--- src/rtl/ikaopm_dac_pkg.sv ---
// rtl/ikaopm_dac_pkg.sv - shared constants, float-word layout and FSM states for the DAC receiver
// Contents:
//   FRAME_BITS_DEFAULT : serial bits per channel word, pad bits included
//   PAD_BITS, MANT_W, EXP_W : field widths of the received floating-point word
//   fp_word_t          : packed view of the 16-bit word {exponent, mantissa, pad}
//   rx_state_t         : receiver FSM states

package ikaopm_dac_pkg;

    localparam int FRAME_BITS_DEFAULT = 16;
    localparam int PAD_BITS           = 3;
    localparam int MANT_W             = 10;
    localparam int EXP_W              = 3;

    // MSB-first field order; the serial stream arrives LSB first, so the pad
    // bits are the first on the wire and the exponent bits are the last.
    typedef struct packed {
        logic [EXP_W-1:0]    expo;
        logic [MANT_W-1:0]   mant;
        logic [PAD_BITS-1:0] pad;
    } fp_word_t;

    typedef enum logic {
        ST_SYNC = 1'b0,
        ST_RUN  = 1'b1
    } rx_state_t;

endpackage

--- src/rtl/ikaopm_dac_fp2lin.sv ---
// rtl/ikaopm_dac_fp2lin.sv - combinational DAC float word to 16-bit signed linear conversion
// Ports:
//   word : received float word (exponent, offset-binary mantissa, pad)
//   lin  : signed linear sample, zero when the exponent is zero

module ikaopm_dac_fp2lin
    import ikaopm_dac_pkg::*;
(
    input  fp_word_t    word,
    output logic [15:0] lin
);

    logic [15:0] mant_ext;
    logic        unused_pad;

    // The mantissa is offset binary: inverting D9 turns it into two's
    // complement, and that inverted bit is also the sign for extension.
    assign mant_ext   = {{7{~word.mant[MANT_W-1]}}, word.mant[MANT_W-2:0]};
    assign unused_pad = ^word.pad;

    always_comb begin
        lin = 16'd0;
        if (word.expo != 3'd0) begin
            lin = mant_ext << (word.expo - 3'd1);
        end
    end

endmodule

--- src/rtl/ikaopm_dac_rx.sv ---
// rtl/ikaopm_dac_rx.sv - serial OPM DAC stream receiver producing left/right linear samples
// Optional feature macro: IKAOPM_DAC_RX_ERRCHK_EN (frame-length counter and sticky error flag)
// Ports:
//   i_EMUCLK            : master clock, rising edge
//   i_RST               : synchronous active-high reset
//   i_CEN_n             : active-low bit-clock enable, one serial bit per enabled cycle
//   i_SO                : serial data, LSB first
//   i_SH1 / i_SH2       : left / right latch strobes, falling edge latches
//   o_L / o_R           : signed linear samples
//   o_L_VALID/o_R_VALID : one-cycle new-sample pulses
//   o_FRAME_ERR         : sticky frame-length error (tied low without the macro)

module ikaopm_dac_rx
    import ikaopm_dac_pkg::*;
#(
    parameter int FRAME_BITS = FRAME_BITS_DEFAULT
) (
    input  logic        i_EMUCLK,
    input  logic        i_RST,
    input  logic        i_CEN_n,
    input  logic        i_SO,
    input  logic        i_SH1,
    input  logic        i_SH2,
    output logic [15:0] o_L,
    output logic [15:0] o_R,
    output logic        o_L_VALID,
    output logic        o_R_VALID,
    output logic        o_FRAME_ERR
);

    logic [15:0] shift_q;
    logic        sh1_prev;
    logic        sh2_prev;
    rx_state_t   state_q;
    rx_state_t   state_d;

    logic        cen;
    logic        fall_l;
    logic        fall_r;
    logic        any_fall;
    logic        emit;
    logic [15:0] lin_l;
    logic [15:0] lin_r;

    assign cen      = ~i_CEN_n;
    // Strobe history only advances on enabled cycles, so edges are seen at bit rate.
    assign fall_l   = cen & sh1_prev & ~i_SH1;
    assign fall_r   = cen & sh2_prev & ~i_SH2;
    assign any_fall = fall_l | fall_r;
    assign emit     = (state_q == ST_RUN);

    // Both channels convert the same pre-shift word; which one is kept is
    // decided by the strobe that fell.
    ikaopm_dac_fp2lin u_fp2lin_l (
        .word (fp_word_t'(shift_q)),
        .lin  (lin_l)
    );

    ikaopm_dac_fp2lin u_fp2lin_r (
        .word (fp_word_t'(shift_q)),
        .lin  (lin_r)
    );

    always_comb begin
        state_d = state_q;
        // The first strobe after reset only marks frame alignment.
        if (state_q == ST_SYNC && any_fall) begin
            state_d = ST_RUN;
        end
    end

    always_ff @(posedge i_EMUCLK) begin
        if (i_RST) begin
            state_q   <= ST_SYNC;
            shift_q   <= 16'd0;
            sh1_prev  <= 1'b0;
            sh2_prev  <= 1'b0;
            o_L       <= 16'd0;
            o_R       <= 16'd0;
            o_L_VALID <= 1'b0;
            o_R_VALID <= 1'b0;
        end else begin
            state_q   <= state_d;
            o_L_VALID <= 1'b0;
            o_R_VALID <= 1'b0;
            if (cen) begin
                shift_q  <= {i_SO, shift_q[15:1]};
                sh1_prev <= i_SH1;
                sh2_prev <= i_SH2;
            end
            if (fall_l && emit) begin
                o_L       <= lin_l;
                o_L_VALID <= 1'b1;
            end
            if (fall_r && emit) begin
                o_R       <= lin_r;
                o_R_VALID <= 1'b1;
            end
        end
    end

`ifdef IKAOPM_DAC_RX_ERRCHK_EN
    logic [4:0] cnt_q;

    // The strobe cycle itself counts as the first bit of the next frame.
    always_ff @(posedge i_EMUCLK) begin
        if (i_RST) begin
            cnt_q       <= 5'd0;
            o_FRAME_ERR <= 1'b0;
        end else if (cen) begin
            if (any_fall) begin
                cnt_q <= 5'd1;
                if (emit && int'(cnt_q) != FRAME_BITS) begin
                    o_FRAME_ERR <= 1'b1;
                end
            end else if (cnt_q != 5'd31) begin
                cnt_q <= cnt_q + 5'd1;
            end
        end
    end
`else
    logic unused_frame_bits;

    assign unused_frame_bits = ^5'(FRAME_BITS);
    assign o_FRAME_ERR       = 1'b0;
`endif

endmodule

--- config.mk ---
export PLATFORM = sky130hd
export DESIGN_NAME = ikaopm_dac_rx
export DESIGN_NICKNAME = d
export VERILOG_FILES = /design/src/rtl/ikaopm_dac_pkg.sv /design/src/rtl/ikaopm_dac_fp2lin.sv /design/src/rtl/ikaopm_dac_rx.sv
export SDC_FILE = /design/constraint.sdc
export NUM_CORES = 1
export LEC_CHECK = 0
export ABC_AREA = 1
export CAP_MARGIN = 10
export CELL_PAD_IN_SITES_DETAIL_PLACEMENT = 0
export CELL_PAD_IN_SITES_GLOBAL_PLACEMENT = 2
export CORE_MARGIN = 5
export CORE_UTILIZATION = 29
export DETAILED_ROUTE_END_ITERATION = 16
export GPL_TIMING_DRIVEN = 0
export PLACE_DENSITY = 0.87
export SLEW_MARGIN = 5
export SYNTH_ARGS = -nofsm -noshare
export SYNTH_HDL_FRONTEND = slang
export SYNTH_HIERARCHICAL = 1
export SYNTH_SLANG_ARGS = --single-unit
--- constraint.sdc ---
create_clock -name i_EMUCLK -period 1.89 [get_ports i_EMUCLK]
set_input_delay 0.189 -clock i_EMUCLK [delete_from_list [all_inputs] [get_ports i_EMUCLK]]
set_output_delay 0.189 -clock i_EMUCLK [all_outputs]
set_load 0.005 [all_outputs]
After elaboration in Yosys (flattened, before gate mapping)
Cells that the tools add are included. Widths: inputs -> output; s select.

Multiplexer cells: 3. Bitwise logic cells: 10. Add/subtract/negate cells: 1. Reductions and logical operators: 4. Shift-type cells: 1.

Operators with widths (count): $mux 16 (1); $shl 16x3->16 (1); $not 1->1 (5); $and 1x1->1 (4); $logic_and 1x1->1 (3); $reduce_bool 3->1 (1); $sub 3x1->3 const B (1); $mux 1 (2); $or 1x1->1 (1).

Input port bits: 6. Register bits: 53. Logic and storage cells: 27. Output and inout bits: 35.

Depth between registers and ports, before layout
Word-level depth: 5. Mapped depth: 13. Gate-level depth less buffers: 12.

By module
The synthesis kept the hierarchy.

Modules (own cells, without submodules): ikaopm_dac_rx (times used 1, cells an instance 364, sequential area each 1061.0 µm², area an instance 2433.6 µm²); ikaopm_dac_fp2lin (times used 2, cells an instance 118, sequential area each 0.0 µm², area an instance 519.2 µm²).

Least setup slack after synthesis
OpenSTA, ideal clock, no wires.

Kind: register to register. From: reg shift_q[13]. To: reg o_L[6]. Path slack: 280 ps. Stages on the path, launching flop included: 13. Period minus slack after synthesis: 1610 ps. Path buffers: 1. Library setup time: 64 ps. Required time: 1826 ps. Data arrival time: 1546 ps. Cell sequence: dfxtp_1 > inv_2 > ha_1 > inv_1 > buf_2 > nand3_1 > nand2_1 > nand2_1 > nand2_1 > inv_1 > nand4_1 > nand2_1 > nor2_1.

Word-level cells in the longest chain between the ends: 3. Elaborated cells on any way between the ends: 4. Those cells by class: 1 x add/sub; 1 x shift; 1 x mux; 1 x reduce/logical.

Ends and longest elaborated chain: start, declared (RTL line ikaopm_dac_rx.sv:31) `logic [15:0] shift_q;`; start signal, assigned (RTL line ikaopm_dac_rx.sv:87) `shift_q <= {i_SO, shift_q[15:1]};`; $sub 3x1->3 (RTL line ikaopm_dac_fp2lin.sv:24) `lin = mant_ext << (word.expo - 3'd1);`; $shl 16x3->16 (RTL line ikaopm_dac_fp2lin.sv:24); $mux 16 * (RTL line ikaopm_dac_fp2lin.sv:23) `if (word.expo != 3'd0) begin`; named net lin_l[6] (RTL line ikaopm_dac_rx.sv:42) `logic [15:0] lin_l;`; end signal, assigned (RTL line ikaopm_dac_rx.sv:92) `o_L <= lin_l;`; end, declared (RTL line ikaopm_dac_rx.sv:24) `output logic [15:0] o_L,`.

Mark *: on every way through the listed nets, which the timed path passes. The rest lies on a longest branch. A chain may end at the register's enable or synchronous reset.

Worst setup path in the final report
From: reg shift_q[13]. To: reg o_L[4].

Same word-level chain as after synthesis.

==> results.yml <==
global_routing:
  grt_pass1_vias: 3041
  grt_pass1_wl_um: 14300
  grt_antenna_before_repair: 0
  grt-ovfl-total: 0
  track_usage_pct: 12.2
  grt_start_max_net_pins: 16
place:
  portBuffers: 38
  dp.cells: 769
  detailedPlace.worstSlack_ps: -51.5
  hpwl_um: 6690
  place_congestion: 0.818
finish:
  antenna_cells: 0
  finalNonFillerCells: 781
  area_delta_synth_final_pct: 23.1
  nets: 647
  drive_above_1_share_pct: 8.15
  postLayoutCoreUtil_pct: 36.4
drt:
  vias: 3312
  drc: 0
  first_iter_violations: 193
  drtPass1Iterations: 5
  avgViaCountPerCell: 4.24
  wl_met2_um: 3670
  met3_length_um: 344
  wire_per_inst_um: 10.8
  drt-total-wl_um: 8470
  top_layer_used: "met4"
  wl_met1_um: 4330
  postRouteAntennaNets: 0
outcome:
  outcome: "finished clean"
critical_path:
  worstSetupPathType: "reg -> reg"
  crit_required_ps: 2110
  r2r_slack_ps: 150
  cp_max_fo: 11
  startpoint_type: "flop"
  arrival_ps: 1960
  end_kind: "flop"
clock_network:
  numClockSinks: 50
  root_buffer: "clkbuf_16"
  holdBufCountCts: 0
  clk_latency_ps: 290
  cts_tree: "yes"
  htreeDepth: 2
  clkTransAtPathRegs_ps: 70
  clockBufferDepth: 2
  numCtsBuffers: 5
synthesis:
  avgSynthCellArea_um2: 5.74
  syn_nets: 598
  yosysWarningCount: 6
  synth_area_um2: 3370
  post_synth_inst_count: 588
sta:
  fmax_ghz: 0.575
  fin_crit_sh_pct: 92.1
  fin_setup_tns_ps: 0
  finalSetupViolCount: 0
  rsz0062_at_grt: "true"
  period_needed_ps: 1740
  hold_viol: 0
  fin_skew_ps: 5.51
  drv_slew: 0
  finalWorstSetupSlack_ps: 150
floorplanning:
  core_um2: 11400
  die_area_um2: 13900
  initial_core_util_pct: 29.6
  die_h_um: 118
  die-width_um: 118
  num_io_pins: 41
  rows: 39
power_and_ir_drop:
  p_per_area_nw_per_um2: 665
  ir_drop_mv: 0.456
  p_leak_uw: 0.00205
flow_run:
  drv_cap: 0
hold_path:
  hp-class: "in -> reg"
[flip-flops by register name, summed over array words and instances, names as in the netlist]
register	cells
sh2_prev	1
sh1_prev	1
o_L_VALID	1
shift_q	13
o_R	16
o_R_VALID	1
o_L	16
emit	1
[repair_timing]
| item | 4_1_cts | 5_1_grt |
|---|---|---|
| setup endpoints to repair | 22 | 28 |
| pin swaps | 0 | 2 |
| endpoints found under the hold margin | 0 | 0 |
| gates resized for setup | 1 | 10 |
| setup buffers | 0 | 4 |
[layer usage]
layer | up-vias | global-route usage (%)
met1 | 1402 | 17.0
met4 | 0 | 3.66
met5 | - | 0
met3 | 6 | 2.40
met2 | 62 | 19.0
li1 | 1842 | -
[per-stage QoR]
step / instance area [um2] / power [uW] / hold WS (ps)
after floorplan: 3370 / 1580 / 261
after global placement: 3930 / 1720 / 496
after detailed placement: 3930 / 1730 / 498
after CTS: 4100 / 2790 / 246
after global routing: 4150 / 2940 / 276
final: 4150 / 2760 / 247
[critical path, stage by stage (launching register included)]
cell	delay [ps]
dfxtp_4	390
inv_2	110
ha_1	320
inv_1	90
buf_6	140
nand3_1	90
nand2_1	120
nand2_1	60
nand2_1	60
inv_1	40
nand4_1	70
nand2_1	50
nor2_1	120
[final timing paths]
check              start     endpoint  cells past startpoint
min              i_CEN_n  shift_q[15]                      3
max          shift_q[13]       o_L[4]                     12
min reg2reg       o_R[0]       o_R[0]                      4
max reg2reg  shift_q[13]       o_L[4]                     12
[area by class of cell]
class	count	area, um2
fillers	1275	7270
multi-input cells	376	1710
well taps	143	179
clock inverters	3	40.0
clock buffers	5	125
repair buffers	42	410
flip-flops and latches	50	1000
plain buffers	29	183
inverters	133	499
[where the power goes]
part	switching, uW	internal [uW]
combinational	403	213
sequential	31.7	1080
clock	415	621
[cell usage in the layout (no fill, tap or decap)]
cell type / instances
a21oi_1: 4
a21oi_4: 2
buf_1: 3
buf_2: 14
buf_4: 5
buf_6: 7
bufinv_16: 1
clkbuf_1: 4
clkbuf_16: 5
clkdlybuf4s50_1: 38
clkinv_1: 1
clkinv_2: 2
conb_1: 1
dfxtp_1: 49
dfxtp_4: 1
ha_1: 4
inv_1: 130
inv_2: 2
nand2_1: 196
nand2_2: 5
nand3_1: 38
nand3_4: 2
nand3b_1: 1
nand4_1: 32
nor2_1: 68
nor2_2: 4
nor2_8: 2
o21ai_0: 17
Power figures use the tool's default switching activity.
==> RTL change 1: new RTL, same settings <==
The option `IKAOPM_DAC_RX_ERRCHK_EN` is turned on by a define.
--- a/src/rtl/ikaopm_dac_rx.sv
+++ b/src/rtl/ikaopm_dac_rx.sv
@@ -9,6 +9,8 @@
 //   o_L / o_R           : signed linear samples
 //   o_L_VALID/o_R_VALID : one-cycle new-sample pulses
 //   o_FRAME_ERR         : sticky frame-length error (tied low without the macro)
+
+`define IKAOPM_DAC_RX_ERRCHK_EN
 
 module ikaopm_dac_rx
     import ikaopm_dac_pkg::*;
Behaviour: not the same (Yosys sat finds a counterexample within 4 cycles, from zero or initial values and one cycle with i_RST high).
==> RTL change 1 against the unedited design <==
Core utilization down 0.69 points. Synthesized area shrank 5.2%. Wire length decreased by 7.0%. Total power shrank 10%. Sequential cell count grew 6. Cell area shrank 6.9%. Largest cell class unchanged. Hold slack worse by 78 ps. Setup slack gained 43 ps.
==> RTL change 1: results (changes against the unedited design) <==
| Metric | Value |
|---|---|
| Status | finished clean |
| Clk pwr | 0.694 mW (-33%) |
| DR pass1 iterations | 5 (unchanged) |
| Leakage | 1.76 nW (-15%) |
| Total GRT Usage | 12.4% (+0.22 points) |
| Layout fillers | 1214 (-4.8%) |
| Initial DRC Count | 121 (-37%) |
| IO Port Bufs | 39 (+2.6%) |
| Vias post-DR | 3084 (-6.9%) |
| Routed wl met2 | 3400 um (-7.4%) |
| Skew-Pair Late Insertion Delay | 330 ps (+40 ps) |
| Slowest cell on crit path | dfxtp_4 |
| Grt met3 use | 2.37% (-0.034 points) |
| WL met3 | 302 um (-12%) |
| Synthesized Nets | 520 (-13%) |
| Nets@finish | 566 (-13%) |
| # H-tree levels | 2 (unchanged) |
| Share of post-route cells with drive strength above 1 | 8.66% (+0.51 points) |
| CP Max Fanout | 11 (unchanged) |
| Highest metal used | met4 |
| Largest registers | o_L x16, o_R x16, shift_q x13 |
| First-pass GRT wire length | 13200 um (-7.2%) |
| Comb. pwr | 0.538 mW (-13%) |
| M1 wire length | 4050 um (-6.5%) |
| Setup-failing EPs final | 0 (unchanged) |
| Met1 usage | 17.4% (+0.35 points) |
| Met2 Usage GRT | 18.9% (-0.088 points) |
| Maximum VDD drop | 327 uV (-28%) |
| P_sw | 0.821 mW (-3.3%) |
| Final GP Congestion | 0.794 (-2.9%) |
| Yosys warnings | 6 (unchanged) |
| CTS clock-pin slew for the worst setup and hold paths | 110 ps (+40 ps) |
| DP Area | 3770 sq um (-4.3%) |
| DR WL/cell | 11.4 um (+4.7%) |
| N_diodes | 0 (unchanged) |
| Comb power frac | 21.6% (-0.7 points) |
| Largest net degree at the start of global routing | 19 (+3) |
| Clk buf depth | 2 (unchanged) |
| HPWL Detailed | 6190 um (-7.5%) |
| Arr. time, crit path | 1920 ps (-40 ps) |
| Setup Skew | 8.68 ps (+3.17 ps) |
| Vias in the first global route | 2791 (-8.2%) |
| CTS Buf Count | 5 (unchanged) |
| Root Buffer | clkbuf_8 |
==> RTL change 1: cell type report <==
class                      count  share of cell area [%]
buffer                        23                    3.79
tap                          140                    4.53
sequential                    56                    29.1
clock inverter                 3                   0.615
multi-input combinational    367                    44.1
clock buffer                   5                    1.78
inverter                      61                    6.05
timing repair buffer          39                    10.1
==> RTL change 1: final timing paths <==
path	startpoint	endpoint	slack, ps	depth (start not counted)
setup / recovery	shift_q[13]$_SDFFE_PP0N_	o_L[15]$_SDFFE_PP0P_	190	10
setup reg to reg	shift_q[13]$_SDFFE_PP0N_	o_L[15]$_SDFFE_PP0P_	190	10
hold reg to reg	o_R[7]$_SDFFE_PP0P_	o_R[7]$_SDFFE_PP0P_	450	2
hold / removal	i_CEN_n	sh2_prev$_SDFFE_PP0N_	170	3
==> RTL change 1: what timing repair did <==
| item | in CTS | in global routing |
|---|---|---|
| hold buffers | 0 | 0 |
| pin swaps | 0 | 0 |
| setup endpoints to repair | 1 | 14 |
| setup buffers | 0 | 0 |
| endpoints found under the hold margin | 0 | 0 |
| resized for setup | 1 | 4 |
==> RTL change 1: metrics by stage <==
step / utilization, % / hold slack, ps / setup TNS [ps] / cells / setup WS, ps
final: 35.7 / 168 / 0 / 694 / 193
after global routing: 35.7 / 187 / 0 / 694 / 15.2
after floorplan: - / 258 / 0 / 507 / 326
after global placement: 34.7 / 435 / 0 / 686 / 54.8
after detailed placement: 34.7 / 437 / -5.46 / 686 / -5.46
after CTS: 35.6 / 156 / 0 / 694 / 86.6
==> RTL change 1: worst reg2reg max path: cells and delay by family, from the launching register on <==
kind,cells,cell delay (ps)
adders and majority gates,1,170
buffers and inverters,3,340
AOI/OAI and AO/OA,1,150
DFF,1,390
and+or+nand+nor,5,530
==> RTL change 2: new RTL, same settings <==
Made on the original files. Add an input register stage for `i_CEN_n`, `i_SO`, `i_SH1` and `i_SH2`, without a reset; this delays them by one clock. Comments in the files are not updated.
--- a/src/rtl/ikaopm_dac_rx.sv
+++ b/src/rtl/ikaopm_dac_rx.sv
@@ -28,6 +28,18 @@
     output logic        o_FRAME_ERR
 );
 
+    logic i_CEN_n_q;
+    logic i_SO_q;
+    logic i_SH1_q;
+    logic i_SH2_q;
+
+    always_ff @(posedge i_EMUCLK) begin
+        i_CEN_n_q <= i_CEN_n;
+        i_SO_q    <= i_SO;
+        i_SH1_q   <= i_SH1;
+        i_SH2_q   <= i_SH2;
+    end
+
     logic [15:0] shift_q;
     logic        sh1_prev;
     logic        sh2_prev;
@@ -42,10 +54,10 @@
     logic [15:0] lin_l;
     logic [15:0] lin_r;
 
-    assign cen      = ~i_CEN_n;
+    assign cen      = ~i_CEN_n_q;
     // Strobe history only advances on enabled cycles, so edges are seen at bit rate.
-    assign fall_l   = cen & sh1_prev & ~i_SH1;
-    assign fall_r   = cen & sh2_prev & ~i_SH2;
+    assign fall_l   = cen & sh1_prev & ~i_SH1_q;
+    assign fall_r   = cen & sh2_prev & ~i_SH2_q;
     assign any_fall = fall_l | fall_r;
     assign emit     = (state_q == ST_RUN);
 
@@ -84,9 +96,9 @@
             o_L_VALID <= 1'b0;
             o_R_VALID <= 1'b0;
             if (cen) begin
-                shift_q  <= {i_SO, shift_q[15:1]};
-                sh1_prev <= i_SH1;
-                sh2_prev <= i_SH2;
+                shift_q  <= {i_SO_q, shift_q[15:1]};
+                sh1_prev <= i_SH1_q;
+                sh2_prev <= i_SH2_q;
             end
             if (fall_l && emit) begin
                 o_L       <= lin_l;
Behaviour: not the same (Yosys sat finds a counterexample within 4 cycles, from zero or initial values and one cycle with i_RST high).
==> RTL change 2 against the unedited design <==
Setup slack improved by 28 ps. Sequential cell count rose by 4. Die area increased by 2.2%. Cell area up 2.2%. Total power is 1.0% higher. Clock power fell by 7%. Synthesized area is 2.4% higher. Wire length increased by 2.1%. Critical endpoint is now o_L[14]$_SDFFE_PP0P_. Largest cell class unchanged.
==> RTL change 2: results (changes against the unedited design) <==
| Metric | Value |
|---|---|
| CP top delay family | simple AND/OR/NAND/NOR gates |
| Maximum VDD drop | 295 uV (-35%) |
| Initial DRC Count | 171 (-11%) |
| DR WL/cell | 11.0 um (+1.3%) |
| Reg2reg path depth | 11 (-1) |
| Place WS | -62.6 ps (-11.1 ps) |
| Final GP Congestion | 0.811 (-0.88%) |
| CTS clock-pin slew for the worst setup and hold paths | about 80 ps |
| Worst hold margin | 324 ps (+77.9 ps) |
| Leakage | 2.09 nW (+1.6%) |
| DR pass1 iterations | 4 (-1) |
| Post-Route WL | 8640 um (+2.1%) |
| Hold path start | i_SH2 |
| IO Port Bufs | 39 (+2.6%) |
| First-pass GRT wire length | 15100 um (+5.6%) |
| Total GRT Usage | 12.6% (+0.46 points) |
| Vias post-DR | 3348 (+1.1%) |
| Arr. time, crit path | 1920 ps (-40 ps) |
| Root Buffer | clkbuf_16 |
| # H-tree levels | 2 (unchanged) |
| Nets@finish | 653 (+0.93%) |
| Flop pwr share | 43.2% (+3.0 points) |
| Initial antenna violation count | 0 (unchanged) |
| Clock power share | 34.7% (-2.8 points) |
| Share of post-route cells with drive strength above 1 | 8.70% (+0.55 points) |
| Largest net degree at the start of global routing | 20 (+4) |
| DP Area | 4020 sq um (+2.3%) |
| Hold EP | i_SH2_q$_DFF_P_ |
| Average cell area after synthesis | 5.84 sq um (+1.7%) |
| Setup Skew | 8.43 ps (+2.92 ps) |
| Hold depth | 1 (-2) |
| Inst Count DP | 774 (+0.65%) |
| Worst-case register-to-register setup slack | 180 ps (+30 ps) |
| Status | finished clean |
| Max incr delay on CP | 410 ps (+20 ps) |
| Reg2Reg Capture Point | o_L[14]$_SDFFE_PP0P_ |
| HPWL Detailed | 6750 um (+0.96%) |
| Sequential power | 1.20 mW (+8%) |
| Vias in the first global route | 3166 (+4.1%) |
| Synthesized Nets | 602 (+0.67%) |
| Power Internal | 1.89 mW (-1.3%) |
RTL change 2: worst max-delay path by stage:
stage | endpoint | slack [ps]
2_1_floorplan | o_L[6]$_SDFFE_PP0P_ | 280
3_3_place_gp | o_R[8]$_SDFFE_PP0P_ | -60
3_5_place_dp | o_L[14]$_SDFFE_PP0P_ | -60
4_1_cts | o_L[14]$_SDFFE_PP0P_ | 40
5_1_grt | o_R[11]$_SDFFE_PP0P_ | -10
6_report | o_L[14]$_SDFFE_PP0P_ | 180
RTL change 2: per-layer routing:
layer	GRT usage, %	routed length, um
met2	20.1	3860
met1	17.6	4350
met3	2.37	327
met4	3.48	115
met5	0	0
RTL change 2: cell type report:
| class | instances | area (sq um) |
|---|---|---|
| fill | 1322 | 7320 |
| multi-input combinational | 376 | 1720 |
| sequential | 54 | 1080 |
| inverter | 133 | 504 |
| timing repair buffer | 44 | 428 |
| buffer | 29 | 179 |
| tap | 143 | 179 |
| clock buffer | 5 | 125 |
| clock inverter | 3 | 26.3 |
